--- config.mk ---
export PLATFORM = sky130hd
export DESIGN_NAME = alu_vec_pipe
export DESIGN_NICKNAME = d
export VERILOG_FILES = /design/src/rtl/alu_vec_pkg.sv /design/src/rtl/alu_vec_lane.sv /design/src/rtl/alu_vec_pipe.sv
export SDC_FILE = /design/constraint.sdc
export NUM_CORES = 2
export LEC_CHECK = 0
export BUFFER_PORTS_ARGS = -buffer_cell sky130_fd_sc_hd__buf_2
export CAP_MARGIN = 20
export CORE_MARGIN = 5
export CORE_UTILIZATION = 30
export DETAILED_ROUTE_END_ITERATION = 7
export MAX_ROUTING_LAYER = met4
export PLACE_DENSITY = 0.4
export SYNTH_ARGS = -nofsm -noshare
export SYNTH_HDL_FRONTEND = slang
export SYNTH_SLANG_ARGS = --single-unit
--- constraint.sdc ---
create_clock -name clk -period 20.2 [get_ports clk]
set_input_delay 1.01 -clock clk [delete_from_list [all_inputs] [get_ports clk]]
set_output_delay 1.01 -clock clk [all_outputs]
set_load 0.02 [all_outputs]
--- src/rtl/alu_vec_pkg.sv ---
// Shared types and helpers for the pipelined vector ALU.
package alu_vec_pkg;

   typedef enum logic [2:0] {
      OP_ADD = 3'b000,
      OP_SUB = 3'b001,
      OP_MUL = 3'b010,
      OP_SRA = 3'b011,
      OP_SRL = 3'b100,
      OP_SLL = 3'b101,
      OP_AND = 3'b110,
      OP_OR  = 3'b111
   } op_e;

   localparam int ELEMENT_DEF = 16;
   localparam int SHW         = $clog2(ELEMENT_DEF);

   // Clamp a signed value into the signed range of a width-bit element.
   // Wide enough for a full 2*ELEMENT product as long as ELEMENT <= 32.
   function automatic logic signed [63:0] sat_clamp(input logic signed [63:0] value,
                                                    input int width);
      logic signed [63:0] hi;
      logic signed [63:0] lo;
      hi = (64'sd1 <<< (width - 1)) - 64'sd1;
      lo = -(64'sd1 <<< (width - 1));
      if (value > hi)
         return hi;
      else if (value < lo)
         return lo;
      else
         return value;
   endfunction

endpackage

--- src/rtl/alu_vec_lane.sv ---
// Combinational single-lane element datapath.
// A disabled lane passes operand A through untouched.
module alu_vec_lane
   import alu_vec_pkg::*;
#(
   parameter int ELEMENT = 16
) (
   input  op_e                op,
   input  logic               sat,
   input  logic               en,
   input  logic [ELEMENT-1:0] a,
   input  logic [ELEMENT-1:0] b,
   output logic [ELEMENT-1:0] r,
   output logic               z
);

   localparam int SHW_L = $clog2(ELEMENT);

   logic signed [ELEMENT:0]     sum_s;
   logic signed [ELEMENT:0]     dif_s;
   logic signed [2*ELEMENT-1:0] a_x;
   logic signed [2*ELEMENT-1:0] b_x;
   logic signed [2*ELEMENT-1:0] prod_s;
   logic signed [ELEMENT-1:0]   sra_v;
   logic [SHW_L-1:0]            sh;
   logic                        big;
   logic signed [63:0]          clamp_in;
   logic signed [63:0]          clamp_out;
   logic [ELEMENT-1:0]          res;

   // One extra bit on add/sub makes signed overflow visible to the clamp.
   assign sum_s  = $signed({a[ELEMENT-1], a}) + $signed({b[ELEMENT-1], b});
   assign dif_s  = $signed({a[ELEMENT-1], a}) - $signed({b[ELEMENT-1], b});
   assign a_x    = $signed({{ELEMENT{a[ELEMENT-1]}}, a});
   assign b_x    = $signed({{ELEMENT{b[ELEMENT-1]}}, b});
   assign prod_s = a_x * b_x;

   // Any set bit above the shift field means the amount is >= ELEMENT.
   assign sh    = b[SHW_L-1:0];
   assign big   = |b[ELEMENT-1:SHW_L];
   assign sra_v = $signed(a) >>> sh;

   // Select the clamp source, then the per-op result, then apply the lane enable.
   always_comb begin
      case (op)
         OP_SUB:  clamp_in = 64'(dif_s);
         OP_MUL:  clamp_in = 64'(prod_s);
         default: clamp_in = 64'(sum_s);
      endcase
      clamp_out = sat_clamp(clamp_in, ELEMENT);

      res = a;
      case (op)
         OP_ADD:  res = sat ? clamp_out[ELEMENT-1:0] : sum_s[ELEMENT-1:0];
         OP_SUB:  res = sat ? clamp_out[ELEMENT-1:0] : dif_s[ELEMENT-1:0];
         OP_MUL:  res = sat ? clamp_out[ELEMENT-1:0] : prod_s[ELEMENT-1:0];
         OP_SRA:  res = big ? {ELEMENT{a[ELEMENT-1]}} : sra_v;
         OP_SRL:  res = big ? '0 : (a >> sh);
         OP_SLL:  res = big ? '0 : (a << sh);
         OP_AND:  res = a & b;
         OP_OR:   res = a | b;
         default: res = a;
      endcase

      r = en ? res : a;
      z = (r == '0);
   end

endmodule

--- src/rtl/alu_vec_pipe.sv ---
// Two-stage pipelined vector ALU with valid/ready on both sides.
// S1 holds the operands, S2 holds the lane results and zero flags.
module alu_vec_pipe
   import alu_vec_pkg::*;
#(
   parameter int ELEMENT = 16,
   parameter int LANES   = 4
) (
   input  logic                     clk,
   input  logic                     rst_n,
   input  logic                     in_valid,
   output logic                     in_ready,
   input  logic [2:0]               op,
   input  logic                     sat,
   input  logic [LANES-1:0]         mask,
   input  logic [LANES*ELEMENT-1:0] vec_a,
   input  logic [LANES*ELEMENT-1:0] vec_b,
   output logic                     out_valid,
   input  logic                     out_ready,
   output logic [LANES*ELEMENT-1:0] vec_r,
   output logic [LANES-1:0]         zero
);

   logic                     s1_v;
   op_e                      s1_op;
   logic                     s1_sat;
   logic [LANES-1:0]         s1_mask;
   logic [LANES*ELEMENT-1:0] s1_a;
   logic [LANES*ELEMENT-1:0] s1_b;
   logic                     s2_v;
   logic                     adv1;
   logic                     adv2;
   logic [LANES*ELEMENT-1:0] lane_r;
   logic [LANES-1:0]         lane_z;

   // A stage may load when it is empty or its contents move on this cycle.
   assign adv2      = !s2_v || out_ready;
   assign adv1      = !s1_v || adv2;
   assign in_ready  = adv1;
   assign out_valid = s2_v;

   // Operand stage.
   always_ff @(posedge clk or negedge rst_n) begin
      if (!rst_n) begin
         s1_v    <= 1'b0;
         s1_op   <= OP_ADD;
         s1_sat  <= 1'b0;
         s1_mask <= '0;
         s1_a    <= '0;
         s1_b    <= '0;
      end else if (adv1) begin
         s1_v <= in_valid;
         if (in_valid) begin
            s1_op   <= op_e'(op);
            s1_sat  <= sat;
            s1_mask <= mask;
            s1_a    <= vec_a;
            s1_b    <= vec_b;
         end
      end
   end

   for (genvar i = 0; i < LANES; i++) begin : g_lane
      alu_vec_lane #(
         .ELEMENT (ELEMENT)
      ) u_lane (
         .op  (s1_op),
         .sat (s1_sat),
         .en  (s1_mask[i]),
         .a   (s1_a[i*ELEMENT +: ELEMENT]),
         .b   (s1_b[i*ELEMENT +: ELEMENT]),
         .r   (lane_r[i*ELEMENT +: ELEMENT]),
         .z   (lane_z[i])
      );
   end

   // Result stage; holds steady while the consumer stalls.
   always_ff @(posedge clk or negedge rst_n) begin
      if (!rst_n) begin
         s2_v  <= 1'b0;
         vec_r <= '0;
         zero  <= '0;
      end else if (adv2) begin
         s2_v <= s1_v;
         if (s1_v) begin
            vec_r <= lane_r;
            zero  <= lane_z;
         end
      end
   end

endmodule

==> impl_metrics.py <==
metrics = {
    "worst_setup_path": {
        "reg2reg_to": "zero[1]$_DFFE_PN0P_",
        "reg2reg_depth": 26,
        "cp_top_family": "adder cells",
        "crit_path_start_kind": "flop",
        "end_kind": "flop",
        "slowest_delay_ps": 920,
        "worstSetupPathType": "flop to flop",
        "r2r-start": "s1_a[31]$_DFFE_PN0P_",
        "path_buf_inv": 4,
        "cpMaxStageDelayCell": "fa_1",
        "worstPathArrival_ps": 10660,
        "crit_required_ps": 20750,
        "r2r_slack_ps": 10090,
        "cp_common_cell": "fa_1",
        "cp_max_fo": 25,
    },
    "timing": {
        "finalCritPeriodShare_pct": 50.1,
        "hold_violations": 0,
        "min_period_ps": 10110,
        "setup-tns-final_ps": 0,
        "rsz0062_at_grt": "false",
        "tightest_slew_ps": 1150,
        "final-setup-viol-count": 0,
        "max_freq_ghz": 0.0989,
        "maxSlewViolCount": 0,
        "skew_ps": 53.5,
        "max_slew_margin_pct": 22.7,
    },
    "cts": {
        "clock_latency_ps": 650,
        "cts_tree": "built",
        "cts_sinks": 206,
        "cts_made_buffers": 36,
        "htreeDepth": 2,
        "cts_root_buf": "clkbuf_16",
        "clock_path_buffers": 3,
        "path_clk_slew_ps": 60,
        "postCtsSetupRepairBufs": 0,
        "cts_resized": 0,
        "hold_buffers": 0,
    },
    "placement": {
        "dp_cells": 11000,
        "port_buffers": 209,
        "dp_hpwl_mm": 240,
        "placed_area_um2": 69900,
        "gp_congestion": 0.960,
    },
    "floorplan": {
        "core-area_um2": 218000,
        "die_w_um": 478,
        "initial_utilization_pct": 30.2,
        "die-area_um2": 228000,
        "rows": 171,
        "ios": 210,
        "die_h_um": 478,
    },
    "synth": {
        "synth.cell_area_um2": 65700,
        "avgSynthCellArea_um2": 8.00,
        "ys_seq_area_share_pct": 7.85,
        "yosysWarnings": 0,
        "netlist_top_cells_count": "inv_1, fa_1, nand2_1",
        "synth_seq_cells": 206,
        "post-synth-top-count-cell": "inv_1",
        "synthArstFlopShare_pct": 100,
        "synth.top_cell.area_share_pct": 32.2,
        "synth_cells": 8208,
        "ys.flop_type": "dfrtp_1",
        "synth.distinct_cells": 110,
        "synth_edf_count": 0,
        "yosysTopAreaCell": "fa_1",
        "syn_nets": 9932,
        "synth_area_leaders": "fa_1, ha_1, inv_1, dfrtp_1, nand2_1",
    },
    "final_layout": {
        "multi_input_area_um2": 53400,
        "finalNetCount": 9898,
        "layout.cells.non_filler": 11100,
        "finalInstanceArea_um2": 71100,
        "area_delta_synth_final_pct": 8.17,
        "fin_util_pct": 32.7,
        "layout-drive-gt1-share_pct": 8.66,
        "regArea_um2": 5170,
        "fillers": 23400,
    },
    "job": {
        "cap_violations": 0,
    },
    "grt": {
        "grt-ovfl-total": 0,
        "gr-usage-met2_pct": 40.5,
        "top_usage_layer": "met2",
        "grt_pass1_wl_mm": 441,
        "antenna_found_initial": 8,
        "gr-usage-met1_pct": 37.2,
        "grt_pass1_vias": 61700,
        "globalRouteMet3Util_pct": 2.73,
        "grt_usage_pct": 26.6,
        "grt_start_max_net_pins": 79,
    },
    "outcome": {
        "outcome": "finished, final reports clean",
    },
    "routing": {
        "drt-total-wl_mm": 300,
        "vias_per_cell": 5.45,
        "vias": 60200,
        "drt_first_iter_violations": 5376,
        "ant_nets": 0,
        "first_pass_iters": 6,
        "drc": 0,
        "routedWlPerCell_um": 27.1,
    },
    "hold_path": {
        "hold_path_class": "input pin to async pin",
    },
}
[logic make-up (layout without fill, tap and decap cells)]
group,Yosys count,count (layout),share of synthesized area (%)
and+or+nand+nor,2425,2425,15.7
buffers and inverters,1883,1875,11.0
AOI/OAI and AO/OA,1677,1677,16.4
adders and majority gates,1584,1584,42.2
muxes,230,230,4.12
DFF,206,206,7.85
xor gates and xnor gates,203,203,2.71
other,0,2,0
[state kept, by name, summed over array words and instances, names as in the netlist]
register,cells
s1_mask,4
zero,4
s1_sat,1
s1_b,64
out_valid,1
s1_op,3
vec_r,64
s1_v,1
s1_a,64
[per-layer routing]
metal	share of wire (%)	vias up
li1	-	26600
met1	46	31000
met2	45	2266
met3	5.7	345
met4	3.9	0
met5	0	-
[cell usage in the layout (no fill, tap or decap), drive strengths merged, types with 62 or more instances in the layout]
cell type / n
nor2: 935
a21oi: 479
ha: 528
a211oi: 82
nor3: 83
nand2: 989
o22ai: 70
buf: 380
mux2i: 62
o21ai: 400
dfrtp: 206
fa: 1056
nand3: 79
mux2: 151
inv: 1394
o211ai: 81
xnor2: 142
[through the flow]
stage,hold WS [ps],setup WS (ps)
global placement,460,10150
finish,326,10090
global route,354,9520
CTS,308,10060
floorplan,471,10420
detailed placement,462,10130
[area by class of cell]
cell class / instances / share of cell area, %
Antenna cell: 2 / 0.00704
Sequential cell: 206 / 7.27
Timing Repair Buffer: 381 / 3.33
Tap cell: 2854 / 5.03
Inverter: 1430 / 7.55
Clock inverter: 18 / 0.243
Multi-Input combinational cell: 6119 / 75.2
Clock buffer: 46 / 1.39
[how the worst max path moves through the flow]
stage / startpoint / endpoint / cells after the start
after floorplan: s1_b[1]$_DFFE_PN0P_ / zero[0]$_DFFE_PN0P_ / 31
after global placement: s1_a[31]$_DFFE_PN0P_ / zero[1]$_DFFE_PN0P_ / 26
after detailed placement: s1_b[8]$_DFFE_PN0P_ / zero[0]$_DFFE_PN0P_ / 25
after CTS: s1_b[8]$_DFFE_PN0P_ / zero[0]$_DFFE_PN0P_ / 25
after global routing: s1_a[31]$_DFFE_PN0P_ / zero[1]$_DFFE_PN0P_ / 26
final: s1_a[31]$_DFFE_PN0P_ / zero[1]$_DFFE_PN0P_ / 26
Power is not shown: default switching activity piles up to over one toggle a cycle in this logic, so the estimate is an artifact.
